===== src/rtl/pipe_pkg.sv =====
// pipe_pkg: shared definitions for the ID/EX pipeline slice.
//   - CTRL_W and the bit positions of the decoded control bundle
//   - stage_state_e: ID/EX stage FSM encoding (RUN / BUBBLE)
//   - REG_ZERO: index of the hard-wired zero register
package pipe_pkg;

  localparam int CTRL_W        = 10;

  // Control bundle bit layout
  localparam int CTRL_MEMRD    = 0;
  localparam int CTRL_REGWR    = 1;
  localparam int CTRL_MEMWR    = 2;
  localparam int CTRL_MEMTOREG = 3;
  localparam int CTRL_ALUSRC   = 4;
  localparam int CTRL_ALUOP_LO = 5;
  localparam int CTRL_ALUOP_HI = 8;
  localparam int CTRL_BRANCH   = 9;

  typedef enum logic {
    RUN    = 1'b0,
    BUBBLE = 1'b1
  } stage_state_e;

  localparam logic [4:0] REG_ZERO = 5'd0;

endpackage


===== src/rtl/id_ex_stage_load_use_detect.sv =====
// load_use_detect: combinational load-use hazard compare.
// A hazard exists when the instruction in EX is a valid load with a non-zero
// destination and the valid ID instruction actually reads that register.
// Ports:
//   id_valid, ex_valid   - validity of the ID and EX instructions
//   ex_memrd             - EX instruction is a load
//   ex_rw                - EX destination register
//   id_ra, id_rb         - ID source register indices
//   id_use_a, id_use_b   - ID instruction really reads ra / rb
//   hazard               - ID must wait for the load result
module load_use_detect (
  input  logic       id_valid,
  input  logic       ex_valid,
  input  logic       ex_memrd,
  input  logic [4:0] ex_rw,
  input  logic [4:0] id_ra,
  input  logic [4:0] id_rb,
  input  logic       id_use_a,
  input  logic       id_use_b,
  output logic       hazard
);
  import pipe_pkg::*;

  logic src_match;

  assign src_match = (id_use_a && (id_ra == ex_rw)) || (id_use_b && (id_rb == ex_rw));

  // $0 is never written, so a load targeting it cannot create a dependency.
  assign hazard = id_valid & ex_valid & ex_memrd & (ex_rw != REG_ZERO) & src_match;

endmodule


===== src/rtl/id_ex_stage.sv =====
// id_ex_stage: ID/EX pipeline register with load-use bubble insertion.
// Captures operands, immediate, destination and control each posedge CLK.
// On a load-use hazard it loads LOAD_USE_BUBBLES bubbles into EX while
// raising id_stall to freeze PC and IF/ID. ex_stall holds the stage,
// ex_flush kills its next contents (flush beats stall beats bubbling).
// Optional build macro PERF_CNT_EN: enables the perf_bubbles/perf_flushes
// counters; without it both ports read 0 and no counter flops exist.
// Ports:
//   CLK, Resetn             - clock, asynchronous active-low reset
//   id_valid, id_pc         - ID instruction valid / PC
//   busA, busB              - register file read data
//   id_ra, id_rb            - source register indices
//   id_use_a, id_use_b      - instruction reads rs / rt
//   id_imm, id_rw, id_ctrl  - immediate, destination, control bundle
//   ex_stall, ex_flush      - downstream hold / branch flush
//   id_stall                - hold PC and IF/ID (combinational)
//   ex_*                    - registered EX-side copies
//   perf_bubbles/flushes    - event counters (PERF_CNT_EN)
module id_ex_stage #(
  parameter int CTRL_W           = pipe_pkg::CTRL_W,
  parameter int LOAD_USE_BUBBLES = 1   // legal range 1..3
) (
  input  logic              CLK,
  input  logic              Resetn,
  input  logic              id_valid,
  input  logic [31:0]       id_pc,
  input  logic [31:0]       busA,
  input  logic [31:0]       busB,
  input  logic [4:0]        id_ra,
  input  logic [4:0]        id_rb,
  input  logic              id_use_a,
  input  logic              id_use_b,
  input  logic [31:0]       id_imm,
  input  logic [4:0]        id_rw,
  input  logic [CTRL_W-1:0] id_ctrl,
  input  logic              ex_stall,
  input  logic              ex_flush,
  output logic              id_stall,
  output logic              ex_valid,
  output logic [31:0]       ex_pc,
  output logic [31:0]       ex_a,
  output logic [31:0]       ex_b,
  output logic [31:0]       ex_imm,
  output logic [4:0]        ex_rw,
  output logic [CTRL_W-1:0] ex_ctrl,
  output logic [31:0]       perf_bubbles,
  output logic [31:0]       perf_flushes
);
  import pipe_pkg::*;

  // Remaining bubbles after the first one, loaded when entering BUBBLE.
  localparam logic [1:0] BUBBLE_RELOAD = 2'(LOAD_USE_BUBBLES - 1);

  stage_state_e state_reg, state_next;
  logic [1:0]   cnt_reg, cnt_next;
  logic         hazard;
  logic         load_bubble;
  logic         load_id;

  load_use_detect u_detect (
    .id_valid (id_valid),
    .ex_valid (ex_valid),
    .ex_memrd (ex_ctrl[CTRL_MEMRD]),
    .ex_rw    (ex_rw),
    .id_ra    (id_ra),
    .id_rb    (id_rb),
    .id_use_a (id_use_a),
    .id_use_b (id_use_b),
    .hazard   (hazard)
  );

  // Next-state and load-select, in priority order flush > stall > bubble > hazard.
  always_comb begin
    state_next  = state_reg;
    cnt_next    = cnt_reg;
    load_bubble = 1'b0;
    load_id     = 1'b0;
    if (ex_flush) begin
      load_bubble = 1'b1;
      state_next  = RUN;
      cnt_next    = 2'd0;
    end else if (ex_stall) begin
      // hold everything, FSM frozen
    end else if (state_reg == BUBBLE) begin
      load_bubble = 1'b1;
      if (cnt_reg == 2'd1) begin
        state_next = RUN;
      end else begin
        cnt_next = cnt_reg - 2'd1;
      end
    end else if (hazard) begin
      load_bubble = 1'b1;
      if (LOAD_USE_BUBBLES > 1) begin
        state_next = BUBBLE;
        cnt_next   = BUBBLE_RELOAD;
      end
    end else begin
      load_id = 1'b1;
    end
  end

  assign id_stall = ~ex_flush & (ex_stall | (state_reg == BUBBLE) | ((state_reg == RUN) & hazard));

  always_ff @(posedge CLK or negedge Resetn) begin
    if (!Resetn) begin
      state_reg <= RUN;
      cnt_reg   <= 2'd0;
    end else begin
      state_reg <= state_next;
      cnt_reg   <= cnt_next;
    end
  end

  // Stage register; a bubble clears every field, not only the control bits.
  always_ff @(posedge CLK or negedge Resetn) begin
    if (!Resetn) begin
      ex_valid <= 1'b0;
      ex_pc    <= '0;
      ex_a     <= '0;
      ex_b     <= '0;
      ex_imm   <= '0;
      ex_rw    <= '0;
      ex_ctrl  <= '0;
    end else if (load_bubble) begin
      ex_valid <= 1'b0;
      ex_pc    <= '0;
      ex_a     <= '0;
      ex_b     <= '0;
      ex_imm   <= '0;
      ex_rw    <= '0;
      ex_ctrl  <= '0;
    end else if (load_id) begin
      ex_valid <= id_valid;
      ex_pc    <= id_pc;
      ex_a     <= busA;
      ex_b     <= busB;
      ex_imm   <= id_imm;
      ex_rw    <= id_rw;
      ex_ctrl  <= id_ctrl;
    end
  end

`ifdef PERF_CNT_EN
  logic [31:0] perf_bubbles_reg;
  logic [31:0] perf_flushes_reg;
  logic        bubble_taken;

  // Flush bubbles are counted as flushes, not as load-use bubbles.
  assign bubble_taken = load_bubble & ~ex_flush;

  always_ff @(posedge CLK or negedge Resetn) begin
    if (!Resetn) begin
      perf_bubbles_reg <= '0;
      perf_flushes_reg <= '0;
    end else begin
      if (bubble_taken) perf_bubbles_reg <= perf_bubbles_reg + 32'd1;
      if (ex_flush)     perf_flushes_reg <= perf_flushes_reg + 32'd1;
    end
  end

  assign perf_bubbles = perf_bubbles_reg;
  assign perf_flushes = perf_flushes_reg;
`else
  assign perf_bubbles = 32'd0;
  assign perf_flushes = 32'd0;
`endif

endmodule


===== config.mk =====
export PLATFORM = sky130hd
export DESIGN_NAME = id_ex_stage
export DESIGN_NICKNAME = d
export VERILOG_FILES = /design/src/rtl/pipe_pkg.sv /design/src/rtl/id_ex_stage_load_use_detect.sv /design/src/rtl/id_ex_stage.sv
export SDC_FILE = /design/constraint.sdc
export NUM_CORES = 1
export LEC_CHECK = 0
export ABC_AREA = 1
export ABC_CLOCK_PERIOD_IN_PS = 2420
export CORE_AREA = 4 4 141 143
export CTS_BUF_LIST = sky130_fd_sc_hd__clkbuf_4
export DETAILED_ROUTE_END_ITERATION = 10
export DIE_AREA = 0 0 145 147
export GPL_TIMING_DRIVEN = 0
export PLACE_DENSITY = 0.74
export SETUP_SLACK_MARGIN = 0.02
export SLEW_MARGIN = 20
export SYNTH_ARGS = -nofsm -noshare
export SYNTH_HDL_FRONTEND = slang
export SYNTH_HIERARCHICAL = 1
export SYNTH_SLANG_ARGS = --single-unit

===== constraint.sdc =====
create_clock -name CLK -period 2.42 [get_ports CLK]
set_clock_uncertainty 0.15 [all_clocks]
set_input_delay 0.363 -clock CLK [delete_from_list [all_inputs] [get_ports CLK]]
set_output_delay 0.363 -clock CLK [all_outputs]
set_load 0.05 [all_outputs]

==> results.sh <==
export IMPL_tightest_slew_ns=0.626
export IMPL_synth_compound_area_share_pct=0.327
export IMPL_violations="setup timing"
export IMPL_hold_viol_final=0
export IMPL_total_power_mw=6.15
export IMPL_vias=6316
export IMPL_netlist_instances=765
export IMPL_yosys_register_bits=147
export IMPL_drtPass1Iterations=4
export IMPL_cts_tree="built"
export IMPL_maxSlewHeadroom_pct=58.2
export IMPL_fin_crit_ns=2.54
export IMPL_avgSynthCellArea_um2=8.51
export IMPL_grt_util_all_layers_pct=20.6
export IMPL_port_buffers=304
export IMPL_synth_xor_area_share_pct=0
export IMPL_met2_usage_pct=35.6
export IMPL_synth_top_family_by_area="simple AND/OR/NAND/NOR gates"
export IMPL_power_density_nw_per_um2=582
export IMPL_cp_slowest_cell="dfrtp_2"
export IMPL_p_leak_nw=5.52
export IMPL_drive_above_1_share_pct=12.4
export IMPL_area_delta_synth_final_pct=62.4
export IMPL_yosys_mux_area_fraction_pct=0
export IMPL_synth_fa_ha_area_share_pct=0.192
export IMPL_place_ws_ns=-1.09
export IMPL_clk_latency_ns=0.55
export IMPL_drc_errors=0
export IMPL_cap_violations=0
export IMPL_vias_per_cell=4.48
export IMPL_pin_count=369
export IMPL_cp_data_required_time_ns=1.91
export IMPL_post_route_period_util_pct=105
export IMPL_slowest_delay_ns=0.46
export IMPL_synthTopCellsByArea="dfrtp_1, nand2_1, nand3_1, buf_4, buf_2"
export IMPL_num_rows=50
export IMPL_holdCritPathClass="in -> reg"
export IMPL_synth_distinct_cells=18
export IMPL_place_hpwl_um=16900
export IMPL_die_h_um=147
export IMPL_cts_num_sinks=147
export IMPL_synth_area_leader_cell="dfrtp_1"
export IMPL_drt_iter0_markers=269
export IMPL_clk_pin_slew_ns=0.14
export IMPL_antenna_found_initial=2
export IMPL_routed_wirelength_um=22200
export IMPL_ys_seq_area_share_pct=56.5
export IMPL_nNetsFinal=1323
export IMPL_overflow=0
export IMPL_synth_top_area_share_pct=56.5
export IMPL_startpoint_type="flip-flop"
export IMPL_htreeDepth=4
export IMPL_crit_type="reg -> out"
export IMPL_drv_slew=0
export IMPL_grt_util_met1_pct=22.8
export IMPL_end_kind="output pin"
export IMPL_start_util_pct=35.0
export IMPL_grt_pass1_vias=6252
export IMPL_root_buffer="clkbuf_4"
export IMPL_ctsLongestPathBuffers=2
export IMPL_synthSimpleGateAreaFrac_pct=31.2
export IMPL_synth_warnings=6
export IMPL_rsz0062_at_grt="yes"
export IMPL_crit_chain="nand2_1, nand2_1, nor2_1, nand3_1, a21oi_2, nor2_4, buf_8, a21oi_4, buf_8"
export IMPL_postRouteAntennaNets=0
export IMPL_grt_busiest_layer="met2"
export IMPL_timing_fmax_mhz=393
export IMPL_fp_dieArea_um2=21300
export IMPL_gp_congestion=0.847
export IMPL_hold_ws_ns=0.190
export IMPL_fin_ws_ns=-0.124
export IMPL_syn_area_um2=6510
export IMPL_grt_pass1_wl_um=34900
export IMPL_met3_usage_pct=9.19
export IMPL_numCtsBuffers=17
export IMPL_vdd_ir_drop_max_mv=0.340
export IMPL_setup_viol=1
export IMPL_die_x_um=145
export IMPL_grt_max_degree=77
export IMPL_status="finished with violations"
export IMPL_coreArea_um2=18600
export IMPL_tns_ns=-0.124
export IMPL_worst_path_max_fanout=4
export IMPL_arrival_ns=2.03
export IMPL_wl_per_cell_um=15.8
-- placed cells by master (no fill, tap or decap), types with 8 or more instances in the layout --
cell type / netlist / routed
inv_1: 15 / 15
conb_1: 1 / 64
buf_2: 19 / 16
nor2_1: 9 / 8
nand3_1: 149 / 149
clkdlybuf4s50_1: 0 / 291
clkbuf_4: 0 / 21
clkbuf_1: 23 / 22
dfrtp_1: 147 / 144
nand2_1: 316 / 316
buf_4: 67 / 76
-- cells in the mapped netlist --
| cell type | instances |
|---|---|
| a21oi_1 | 1 |
| buf_2 | 19 |
| nor2_4 | 1 |
| dfrtp_1 | 147 |
| nand4_1 | 4 |
| inv_1 | 15 |
| clkbuf_1 | 23 |
| a21oi_2 | 1 |
| nand2_2 | 2 |
| nor2_2 | 3 |
| nor2_1 | 9 |
| inv_2 | 5 |
| conb_1 | 1 |
| nand2_1 | 316 |
| nand3_1 | 149 |
| ha_1 | 1 |
| buf_4 | 67 |
| a211oi_1 | 1 |
-- stage by stage --
stage	std cells	util, %	cell area (um2)
after floorplan	828	-	6760
final	1410	56.9	10600
after CTS	1406	56.6	10500
after global placement	1366	54.3	10100
after detailed placement	1367	54.5	10100
after global routing	1410	56.9	10600
-- logic make-up (layout without fill, tap and decap cells) --
group                      Yosys count  after routing
other                                1             66
and+or+nand+nor                    484            484
buffers and inverters              129            475
AOI/OAI and AO/OA                    3              3
adders and majority gates            1              1
DFF                                147            147
-- critical path: cells and delay by family (launching register included) --
family	cells	cell delay, ns
flops	1	0.46
compound gates	2	0.32
buf+inv	2	0.29
simple gates	5	0.40
-- layer usage --
metal | part of all wire (%) | vias up
li1 | - | 3099
met3 | 10 | 30
met2 | 50 | 284
met1 | 37 | 2903
met4 | 2.3 | 0
met5 | 0 | -
-- final cells by class --
| class | instances | area (um2) |
|---|---|---|
| Fill cell | 1687 | 8010 |
| Sequential cell | 147 | 3680 |
| Timing Repair Buffer | 315 | 3160 |
| Multi-Input combinational cell | 552 | 2330 |
| Buffer | 109 | 703 |
| Tap cell | 234 | 293 |
| Clock inverter | 13 | 185 |
| Clock buffer | 18 | 135 |
| Inverter | 20 | 75.1 |
| Antenna cell | 2 | 5.00 |
-- worst paths after layout --
path	depth (start not counted)	startpoint	end	slack, ns
max	9	ex_rw[1]	id_stall	-0.12
min	3	id_ctrl[4]	ex_ctrl[4]	0.19
max reg2reg	11	ex_rw[1]	ex_imm[8]	0.07
min reg2reg	2	ex_a[20]	ex_a[20]	0.34
max in group asynchronous	3	Resetn	ex_a[13]	1.15
min in group asynchronous	2	Resetn	ex_imm[10]	0.21
-- timing repair --
item,CTS,global route
pin swaps,7,6
gates resized for setup,21,10
setup endpoints to repair,8,6
buffers inserted,7,2
hold buffers,1,0
endpoints found under the hold margin,75,0
-- power by group --
group          internal, mW  switching, mW
Sequential             2.59         0.0809
Combinational         0.624           1.08
Clock                 0.828          0.943
No activity file was read; power rests on OpenSTA's default activity.
